File: config.mk
export PLATFORM = sky130hd
export DESIGN_NAME = fp_adder_stage2_flat
export DESIGN_NICKNAME = d
export VERILOG_FILES = /design/src/rtl/fp_adder_stage2_if.sv /design/src/rtl/fp_adder_stage2.sv /design/src/flat_wrapper.sv
export SDC_FILE = /design/constraint.sdc
export NUM_CORES = 1
export LEC_CHECK = 0
export CORE_AREA = 2 2 101 103
export CTS_CLUSTER_SIZE = 8
export DETAILED_ROUTE_END_ITERATION = 6
export DIE_AREA = 0 0 103 105
export PLACE_DENSITY = 0.88
export SLEW_MARGIN = 15
export SYNTH_ARGS = -nofsm -noshare
export SYNTH_HDL_FRONTEND = slang
export SYNTH_SLANG_ARGS = --single-unit
File: constraint.sdc
create_clock -name clk -period 1.5 [get_ports clk]
set_input_delay 0.3 -clock clk [delete_from_list [all_inputs] [get_ports clk]]
set_output_delay 0.3 -clock clk [all_outputs]
set_load 0.005 [all_outputs]
File: src/rtl/fp_adder_stage2_if.sv
// Stage-2 adder handshake and data bundle. The master side is the stage-1 driver
// and downstream sink. The slave side is the fp_adder_stage2 datapath.
interface fp_adder_stage2_if #(
  parameter int EXPONENT_WIDTH    = 8,
  parameter int SIGNIFICAND_WIDTH = 23
);
  localparam int SW = SIGNIFICAND_WIDTH + 3;

  logic                      valid_i;
  logic                      stall_i;
  logic [5:0]                operand_align_shift_i;
  logic [SW-1:0]             significand1_i;
  logic [SW-1:0]             significand2_i;
  logic [EXPONENT_WIDTH-1:0] exponent1_i;
  logic [EXPONENT_WIDTH-1:0] exponent2_i;
  logic                      exponent2_larger_i;
  logic                      result_is_inf_i;
  logic                      result_is_nan_i;

  logic                      valid_o;
  logic [SW-1:0]             sum_o;
  logic [EXPONENT_WIDTH-1:0] exponent_o;
  logic                      sticky_o;
  logic                      result_is_inf_o;
  logic                      result_is_nan_o;

  modport master (
    output valid_i, stall_i, operand_align_shift_i, significand1_i, significand2_i,
           exponent1_i, exponent2_i, exponent2_larger_i, result_is_inf_i, result_is_nan_i,
    input  valid_o, sum_o, exponent_o, sticky_o, result_is_inf_o, result_is_nan_o
  );

  modport slave (
    input  valid_i, stall_i, operand_align_shift_i, significand1_i, significand2_i,
           exponent1_i, exponent2_i, exponent2_larger_i, result_is_inf_i, result_is_nan_i,
    output valid_o, sum_o, exponent_o, sticky_o, result_is_inf_o, result_is_nan_o
  );
endinterface

File: src/rtl/fp_adder_stage2.sv
// FP adder stage 2: align the smaller significand, add, and register the raw sum,
// exponent, sticky and special flags. stall_i freezes every output register.
module fp_adder_stage2 #(
  parameter int EXPONENT_WIDTH    = 8,
  parameter int SIGNIFICAND_WIDTH = 23
) (
  input logic              clk,
  input logic              reset,
  fp_adder_stage2_if.slave io
);
  localparam int SW = SIGNIFICAND_WIDTH + 3;

  logic [SW-1:0]             aligned2;
  logic [SW-1:0]             lost_mask;
  logic                      sticky;

  logic                      valid_d,  valid_q;
  logic [SW-1:0]             sum_d,    sum_q;
  logic [EXPONENT_WIDTH-1:0] exp_d,    exp_q;
  logic                      sticky_d, sticky_q;
  logic                      inf_d,    inf_q;
  logic                      nan_d,    nan_q;

  // Saturated shifts keep only sign fill, and every input bit counts as lost.
  always_comb begin
    aligned2  = '0;
    lost_mask = '0;
    sticky    = 1'b0;
    if (32'(io.operand_align_shift_i) >= SW) begin
      aligned2 = {SW{io.significand2_i[SW-1]}};
      sticky   = |io.significand2_i;
    end else begin
      aligned2  = SW'($signed(io.significand2_i) >>> io.operand_align_shift_i);
      lost_mask = ~({SW{1'b1}} << io.operand_align_shift_i);
      sticky    = |(io.significand2_i & lost_mask);
    end
  end

  always_comb begin
    valid_d  = valid_q;
    sum_d    = sum_q;
    exp_d    = exp_q;
    sticky_d = sticky_q;
    inf_d    = inf_q;
    nan_d    = nan_q;
    if (!io.stall_i) begin
      valid_d  = io.valid_i;
      sum_d    = io.significand1_i + aligned2;
      exp_d    = io.exponent2_larger_i ? io.exponent2_i : io.exponent1_i;
      sticky_d = sticky;
      inf_d    = io.result_is_inf_i;
      nan_d    = io.result_is_nan_i;
    end
  end

  always_ff @(posedge clk or posedge reset) begin
    if (reset) begin
      valid_q  <= 1'b0;
      sum_q    <= '0;
      exp_q    <= '0;
      sticky_q <= 1'b0;
      inf_q    <= 1'b0;
      nan_q    <= 1'b0;
    end else begin
      valid_q  <= valid_d;
      sum_q    <= sum_d;
      exp_q    <= exp_d;
      sticky_q <= sticky_d;
      inf_q    <= inf_d;
      nan_q    <= nan_d;
    end
  end

  assign io.valid_o         = valid_q;
  assign io.sum_o           = sum_q;
  assign io.exponent_o      = exp_q;
  assign io.sticky_o        = sticky_q;
  assign io.result_is_inf_o = inf_q;
  assign io.result_is_nan_o = nan_q;
endmodule

File: src/flat_wrapper.sv
// flat-port wrapper written by rule: the top's interface ports become plain ports
module fp_adder_stage2_flat 
#(
  parameter int EXPONENT_WIDTH    = 8,
  parameter int SIGNIFICAND_WIDTH = 23
)
  (clk, reset, io_valid_i, io_stall_i, io_operand_align_shift_i, io_significand1_i, io_significand2_i, io_exponent1_i, io_exponent2_i, io_exponent2_larger_i, io_result_is_inf_i, io_result_is_nan_i, io_valid_o, io_sum_o, io_exponent_o, io_sticky_o, io_result_is_inf_o, io_result_is_nan_o);
  fp_adder_stage2_if #(.EXPONENT_WIDTH(EXPONENT_WIDTH), .SIGNIFICAND_WIDTH(SIGNIFICAND_WIDTH)) io_i ();
  input logic clk;
  input logic reset;
  input wire logic [$bits(io_i.valid_i)-1:0] io_valid_i;
  input wire logic [$bits(io_i.stall_i)-1:0] io_stall_i;
  input wire logic [$bits(io_i.operand_align_shift_i)-1:0] io_operand_align_shift_i;
  input wire logic [$bits(io_i.significand1_i)-1:0] io_significand1_i;
  input wire logic [$bits(io_i.significand2_i)-1:0] io_significand2_i;
  input wire logic [$bits(io_i.exponent1_i)-1:0] io_exponent1_i;
  input wire logic [$bits(io_i.exponent2_i)-1:0] io_exponent2_i;
  input wire logic [$bits(io_i.exponent2_larger_i)-1:0] io_exponent2_larger_i;
  input wire logic [$bits(io_i.result_is_inf_i)-1:0] io_result_is_inf_i;
  input wire logic [$bits(io_i.result_is_nan_i)-1:0] io_result_is_nan_i;
  output wire logic [$bits(io_i.valid_o)-1:0] io_valid_o;
  output wire logic [$bits(io_i.sum_o)-1:0] io_sum_o;
  output wire logic [$bits(io_i.exponent_o)-1:0] io_exponent_o;
  output wire logic [$bits(io_i.sticky_o)-1:0] io_sticky_o;
  output wire logic [$bits(io_i.result_is_inf_o)-1:0] io_result_is_inf_o;
  output wire logic [$bits(io_i.result_is_nan_o)-1:0] io_result_is_nan_o;
  assign io_i.valid_i = io_valid_i;
  assign io_i.stall_i = io_stall_i;
  assign io_i.operand_align_shift_i = io_operand_align_shift_i;
  assign io_i.significand1_i = io_significand1_i;
  assign io_i.significand2_i = io_significand2_i;
  assign io_i.exponent1_i = io_exponent1_i;
  assign io_i.exponent2_i = io_exponent2_i;
  assign io_i.exponent2_larger_i = io_exponent2_larger_i;
  assign io_i.result_is_inf_i = io_result_is_inf_i;
  assign io_i.result_is_nan_i = io_result_is_nan_i;
  assign io_valid_o = io_i.valid_o;
  assign io_sum_o = io_i.sum_o;
  assign io_exponent_o = io_i.exponent_o;
  assign io_sticky_o = io_i.sticky_o;
  assign io_result_is_inf_o = io_i.result_is_inf_o;
  assign io_result_is_nan_o = io_i.result_is_nan_o;
  fp_adder_stage2 #(.EXPONENT_WIDTH(EXPONENT_WIDTH), .SIGNIFICAND_WIDTH(SIGNIFICAND_WIDTH)) u_core (.clk(clk), .reset(reset), .io(io_i));
endmodule
==> impl_metrics.ini, run 1 <==
[outcome]
status = aborted with a tool error
stop_stage = 5_1_grt
tool.error = [ERROR GRT-0232] Routing congestion too high. Check the congestion heatmap in the GUI.

[synth]
syn_nets = 727
synth-compound-area-share_pct = 28.3
synthAdderAreaFrac_pct = 6.83
syn_area_mm2 = 0.00488
async_reset_ff_share_pct = 100
netlist_instances = 620
yosysUniqueCellTypes = 72
synth_ff_type = dfrtp_1
synthMuxAreaShare_pct = 17.2
ys_seq_area_share_pct = 19.5
yosys.area_share.simple_pct = 20.1
synth_top_family_by_area = compound AO/OA/AOI/OAI gates
synth_xor_area_share_pct = 2.34
synth_area_per_cell_um2 = 7.86
synth_edf_count = 0
synth-seq-cells = 38
yosys_warnings = 0

[cts]
cts_max_level = 2
clock_sinks = 38
cts_buffers = 5
cts_buffer_depth = 2
root_buffer = clkbuf_8

[die]
pin_count = 119
chipWidth_um = 103
rows = 36
fp.dieH_um = 105
start_util_pct = 50.6

[global_routing]
grt_max_degree = 39
globalRouteTotalUtil_pct = 77.8
overflow = 107

[place]
dp_hpwl_um = 16200
dpl.cell_count = 1017
post-place-ws_ns = -2.64
numPortBuffers = 118
place_congestion = 1.10

[timing]
endpoint_type = sequential cell input
crit_endpoint = u_core.io.sum_o[25]$_DFFE_PP0N_/D
==> layer usage <==
| layer | GRT overflow | track usage (%) |
|---|---|---|
| met4 | 58 | 84.0 |
| met2 | 47 | 93.2 |
| met5 | 0 | 7.18 |
| met3 | 1 | 61.0 |
| met1 | 1 | 77.5 |
==> through the flow <==
stage                     setup TNS (ns)  hold WS, ns  area [um2]
after CTS                         -37.61        0.274        8320
after detailed placement          -59.62        0.479        7520
after global placement            -55.86        0.468        7520
after floorplan                   -35.62        0.451        4960
==> Yosys cell counts (all sizes together), types with 3 or more instances <==
cell type / number / area, um2
o31ai: 10 / 80.1
a2111oi: 3 / 38.8
xnor2: 7 / 61.3
o21a: 8 / 60.1
a21o: 14 / 105
o22ai: 6 / 37.5
clkinv: 3 / 11.3
mux2: 13 / 150
or2: 3 / 21.3
clkbuf: 26 / 97.6
and2: 4 / 27.5
nor2b: 7 / 43.8
o21ai: 60 / 312
or3: 6 / 47.5
a221oi: 6 / 52.6
mux2i: 44 / 440
and4: 4 / 35.0
nand4: 7 / 43.8
ha: 25 / 313
nor3b: 5 / 47.5
inv: 12 / 45.0
nor2: 47 / 184
a21oi: 57 / 289
nand2: 83 / 312
xor2: 6 / 52.6
o221ai: 6 / 52.6
dfrtp: 38 / 951
nor4: 7 / 50.1
and3: 4 / 25.0
o211ai: 11 / 87.6
buf: 18 / 128
nor3: 9 / 45.0
nand3: 15 / 75.1
a211oi: 6 / 50.1
a311oi: 3 / 26.3
a21boi: 4 / 30.0
mux4: 11 / 248
==> cells by family after synthesis <==
logic type,count (synthesis)
buffers and inverters,59
xor gates and xnor gates,13
AOI/OAI and AO/OA,212
DFF,38
muxes,68
adders and majority gates,26
and+or+nand+nor,204
==> timing repair <==
action,4_1_cts
hold buffers,0
cloned,3
pin swaps,69
buffers inserted,33
setup endpoints to repair,29
gates resized for setup,175
==> run 2, diff against run 1 <==
- CORE_AREA: 2 2 101 103 -> 2 2 114 116
- CTS_CLUSTER_SIZE: 8 -> default
- DIE_AREA: 0 0 103 105 -> 0 0 116 118
- PLACE_DENSITY: 0.88 -> default
- PLACE_DENSITY_LB_ADDON: default -> 0.15
==> impl_metrics.ini, run 2 <==
[timing]
finalClockSkew_ns = 0
fmax_ghz = 0.301
finalMaxSlewViolations = 0
fin_crit_sh_pct = 221
worstMarginPinSlew_ns = 0.436
period_needed_ns = 3.32
final.setup.worst_slack_ns = -1.82
rsz0062_at_grt = yes
slew_headroom_pct = 71.0
hold_violations = 0
setup_viol = 27

[cts]
clk_pin_slew_ns = 0.06
clock_latency_ns = 0.29
cts_max_level = 2
cts_buffers = 5
cts_tree = done
cts_buffer_depth = 2
root_buffer = clkbuf_16
clock_sinks = 38

[place]
place_congestion = 0.985
placed_cell_area_mm2 = 0.00767
dp_hpwl_um = 15700
numPortBuffers = 118

[outcome]
status = finished with violations
violations = setup timing

[synth]
async_reset_ff_share_pct = 100
synth.most_common_cell = nand2_1
synth-seq-cells = 38
netlist_instances = 620
ys_top_cells_by_count = nand2_1, a21oi_1, o21ai_0
syn_area_mm2 = 0.00488
syn_nets = 727
synth_ff_type = dfrtp_1
synth_top_area_share_pct = 19.5
yosysUniqueCellTypes = 72
synth_area_leaders = dfrtp_1, mux2i_1, ha_1, nand2_1, a21oi_1
yosysTopAreaCell = dfrtp_1
yosys_warnings = 0
ys_seq_area_share_pct = 19.5
synth_edf_count = 0
synth_area_per_cell_um2 = 7.86

[global_routing]
grt_max_degree = 39
grt_pass1_wl_um = 32700
overflow = 0
globalRouteTotalUtil_pct = 30.3
grt_pass1_vias = 6477
antenna_found_initial = 0

[detailed_routing]
wirelength_um = 21300
firstDrtPassIters = 5
post-route-drc-count = 0
antenna_left = 0
wl_per_cell_um = 18.8
via_count = 6341
vias_per_cell = 5.60
drtIter0Drc = 468

[worst_setup_path]
r2r-end = u_core.io.sticky_o
rr_startpoint = u_core.io.sticky_o
endpoint_kind = register
reg2reg_slack_ns = 0.14
crit_type = in -> reg
worstSetupStartpointType = input port
crit_arrival_ns = 3.50
cp.required_ns = 1.68
r2r_cells = 5
critPathMaxFanout = 5

[worst_hold_path]
worst_hold_path_type = in -> async

[layout]
drive_gt1_share_pct = 44.0
syn_to_final_growth_pct = 84.0
fin_area_mm2 = 0.00897
layout_common_cells = buf_4, clkdlybuf4s50_1, nand2_1, nor2_1, dfrtp_1
layout_commonest_cell = buf_4
fin_nets = 1067
antennaDiodeCount = 0
fin_util_pct = 72.3
largest_register_ffs = 26

[power_and_ir_drop]
seqPwrFrac_pct = 20.2
p_switching_mw = 2.33
power_density_mw_per_mm2 = 746
p_int_mw = 4.36
p_leak_nw = 3.95
combPwrFrac_pct = 58.3
peakVddDrop_mv = 0.486
clockPowerShare_pct = 21.4
power.share.switching_pct = 34.8

[die]
coreArea_mm2 = 0.0124
start_util_pct = 39.3
chipWidth_um = 116
rows = 41
fp.dieH_um = 118
die_area_mm2 = 0.0137
pin_count = 119

[flow_run]
maxCapViolCount = 0
run 2: worst max-delay path by stage:
stage	end	slack, ns	from
floorplan	u_core.io.sum_o[22]	-1.75	io_operand_align_shift_i[1]
global placement	u_core.io.sum_o[21]	-2.46	io_operand_align_shift_i[1]
detailed placement	u_core.io.sum_o[24]	-2.59	io_operand_align_shift_i[1]
CTS	u_core.io.sum_o[22]	-1.82	io_operand_align_shift_i[0]
global route	u_core.io.sum_o[22]	-1.99	io_operand_align_shift_i[1]
finish	u_core.io.sum_o[22]	-1.82	io_operand_align_shift_i[1]
run 2: stage by stage:
| stage | hold WS (ns) | TNS [ns] | power (mW) | cells | worst slack [ns] |
|---|---|---|---|---|---|
| global route | 0.385 | -42.59 | 7.05 | 1133 | -1.99 |
| CTS | 0.360 | -37.93 | 6.43 | 1119 | -1.82 |
| detailed placement | 0.474 | -58.78 | 4.59 | 1069 | -2.59 |
| floorplan | 0.451 | -35.62 | 2.85 | 620 | -1.75 |
| global placement | 0.468 | -56.96 | 4.53 | 1069 | -2.46 |
| finish | 0.374 | -39.15 | 6.69 | 1133 | -1.82 |
run 2: layout make-up:
class,count,area [um2]
Clock buffer,5,125
Clock inverter,3,68.8
Fill cell,983,3440
Inverter,15,60.1
Multi-Input combinational cell,523,4210
Sequential cell,38,951
Tap cell,172,215
Timing Repair Buffer,377,3340
run 2: power by group through the flow:
stage	clock network, mW	logic (mW)	registers, mW
2_1_floorplan	0	1.47	1.38
3_3_place_gp	0	3.16	1.36
3_5_place_dp	0	3.21	1.38
4_1_cts	1.45	3.62	1.36
5_1_grt	1.49	4.18	1.38
6_report	1.43	3.90	1.35
run 2: worst max-delay path: stages:
cell and delay (ns):
buf_12 0.12, buf_16 0.13, buf_8 0.13, mux2i_4 0.19, mux2i_2 0.22, mux2i_1 0.16
a21oi_2 0.16, o21ai_2 0.07, o211a_1 0.25, fa_2 0.38, nor2b_2 0.14, o211ai_1 0.15
buf_4 0.17, a211oi_4 0.23, o21ai_2 0.12, or3_1 0.38, and3_1 0.18
run 2: cells by family after synthesis:
kind of cell	share of synthesized area (%)
AO/OA/AOI/OAI	28.3
AND/OR/NAND/NOR	20.1
multiplexers	17.2
buffers and inverters	5.77
flip-flops	19.5
adder cells (fa/ha/maj)	6.83
XOR/XNOR	2.34
run 2: timing repair:
item | in CTS | in global routing
resized for setup | 175 | 66
hold buffers | 0 | 0
pin swaps | 48 | 58
gates cloned | 4 | 0
endpoints found under the setup margin | 27 | 29
setup buffers | 40 | 21
run 2: per-layer routing:
metal	global-route usage, %	share of wire, %	up-vias	wire length (um)
met5	0	0	-	0
li1	-	-	3018	-
met2	55.4	51	234	10900
met3	3.04	4.4	63	933
met1	34.6	40	3026	8520
met4	14.4	4.7	0	1010
(Power assumes the default switching activity.)
==> run 3, diff against run 2 <==
- CORE_AREA: 2 2 114 116 -> 2 2 122 124
- DIE_AREA: 0 0 116 118 -> 0 0 124 126
==> impl_metrics.ini, run 3 (synthesis results as in run 2) <==
[cts]
clock_latency_ns = 0.28
cts_buffer_depth = 2
root_buffer = clkbuf_16
cts_max_level = 2
clock_sinks = 38
clk_pin_slew_ns = 0.06
cts_tree = done
cts_hold_buf = 0
cts_buffers = 5

[layout]
seq_area_um2 = 951
syn_to_final_growth_pct = 80.6
fin_area_mm2 = 0.00881
antennaDiodeCount = 0
fillers = 1265
layout_commonest_cell = buf_4
fin_nets = 1053
largest_register_ffs = 26
drive_gt1_share_pct = 43.3
multi_input_area_mm2 = 0.00422
layout_common_cells = buf_4, clkdlybuf4s50_1, nand2_1, nor2_1, a21oi_1

[power_and_ir_drop]
p_int_mw = 3.98
p_switching_mw = 2.25
combPwrFrac_pct = 60.2
power_density_mw_per_mm2 = 707
peakVddDrop_mv = 0.522
clockPowerShare_pct = 18.0
seqPwrFrac_pct = 21.8
power.share.switching_pct = 36.2
p_leak_nw = 3.86

[detailed_routing]
vias_per_cell = 5.47
wirelength_um = 20500
drtIter0Drc = 321
antenna_left = 0
via_count = 6183
firstDrtPassIters = 4
post-route-drc-count = 0
wl_per_cell_um = 18.2

[worst_setup_path]
endpoint = u_core.io.sum_o[22]
rr_startpoint = u_core.io.sticky_o
r2r_cells = 5
cp.required_ns = 1.68
critPathMaxFanout = 6
critPathMaxStageDelay_ns = 0.40
endpoint_kind = register
critical_path.slowest_cell = fa_2
reg2reg_slack_ns = 0.21
r2r-end = u_core.io.sticky_o
crit_arrival_ns = 3.44
worstSetupStartpointType = input port
crit_type = in -> reg
critical_path.startpoint = io_operand_align_shift_i[0]
worstPathCellList = buf_8 -> buf_12 -> buf_4 -> buf_4 -> mux2i_1 -> o311a_1 -> a21oi_2 -> o21ai_2 -> o211a_1 -> fa_2 -> nor2b_4 -> o211ai_1 -> a211oi_2 -> o21ai_2 -> or3_1 -> and3_1

[timing]
finalClockSkew_ns = 0
setup_viol = 27
final.setup.worst_slack_ns = -1.76
fmax_ghz = 0.307
whs_ns = 0.375
finalMaxSlewViolations = 0
tns_ns = -37.44
period_needed_ns = 3.26
hold_violations = 0
rsz0062_at_grt = yes
fin_crit_sh_pct = 217
worstMarginPinSlew_ns = 0.442
slew_headroom_pct = 70.3

[outcome]
status = finished with violations
violations = setup timing

[place]
placed_cell_area_mm2 = 0.00768
post-place-ws_ns = -2.59
dp_hpwl_um = 15900
numPortBuffers = 118
place_congestion = 0.985

[die]
start_util_pct = 34.1
rows = 44
die_area_mm2 = 0.0156
fp.dieH_um = 126
chipWidth_um = 124
pin_count = 119
coreArea_mm2 = 0.0143

[global_routing]
grt_pass1_wl_um = 32100
grt_pass1_vias = 6363
antenna_found_initial = 0
globalRouteTotalUtil_pct = 26.0
overflow = 0
grt_max_degree = 39

[flow_run]
maxCapViolCount = 0

[worst_hold_path]
worst_hold_path_type = in -> async
## run 3: layout make-up
| cell class | count | area share (%) |
|---|---|---|
| clock buffer | 6 | 1.58 |
| timing repair buffer | 363 | 36.3 |
| inverter | 15 | 0.710 |
| tap | 184 | 2.61 |
| sequential | 38 | 10.8 |
| clock inverter | 2 | 0.142 |
| multi-input combinational | 523 | 47.9 |
## run 3: per-stage QoR
step / power (mW) / cells / utilization (%)
2_1_floorplan: 2.85 / 620 / -
3_5_place_dp: 4.58 / 1077 / 53.7
3_3_place_gp: 4.52 / 1077 / 53.7
4_1_cts: 6.03 / 1121 / 59.5
5_1_grt: 6.62 / 1131 / 61.5
6_report: 6.23 / 1131 / 61.5
## run 3: power groups by stage
stage / sequential, mW / clock [mW] / combinational, mW
floorplan: 1.38 / 0 / 1.47
global placement: 1.37 / 0 / 3.15
detailed placement: 1.38 / 0 / 3.19
CTS: 1.36 / 1.14 / 3.52
global route: 1.39 / 1.19 / 4.04
finish: 1.36 / 1.12 / 3.75
## run 3: worst max-delay path, delay by kind of cell
kind	cells	cell delay, ns
compound gates	7	1.46
simple gates	3	0.64
buf+inv	4	0.51
fa+ha+maj	1	0.40
mux	1	0.11
## run 3: worst min path at each step
stage                        start                        end  cells past startpoint
2_1_floorplan   io_result_is_inf_i  u_core.io.result_is_inf_o                      1
3_3_place_gp   u_core.io.sum_o[13]        u_core.io.sum_o[13]                      2
3_5_place_dp   u_core.io.sum_o[12]        u_core.io.sum_o[12]                      2
4_1_cts                      reset        u_core.io.sum_o[23]                      3
5_1_grt                      reset        u_core.io.sum_o[19]                      3
6_report                     reset  u_core.io.result_is_nan_o                      3
## run 3: timing repair
action | in CTS | in global routing
resized for setup | 197 | 42
endpoints found under the setup margin | 28 | 28
buffers inserted | 34 | 10
pin swaps | 64 | 37
gates cloned | 3 | 0
## run 3: metal layers
| layer | part of all wire [%] | global-route usage [%] | up-vias |
|---|---|---|---|
| met5 | 0 | 0 | - |
| met4 | 4.6 | 11.3 | 0 |
| met3 | 4.2 | 1.99 | 64 |
| met2 | 51 | 47.2 | 197 |
| met1 | 41 | 31.0 | 2931 |
| li1 | - | - | 2991 |
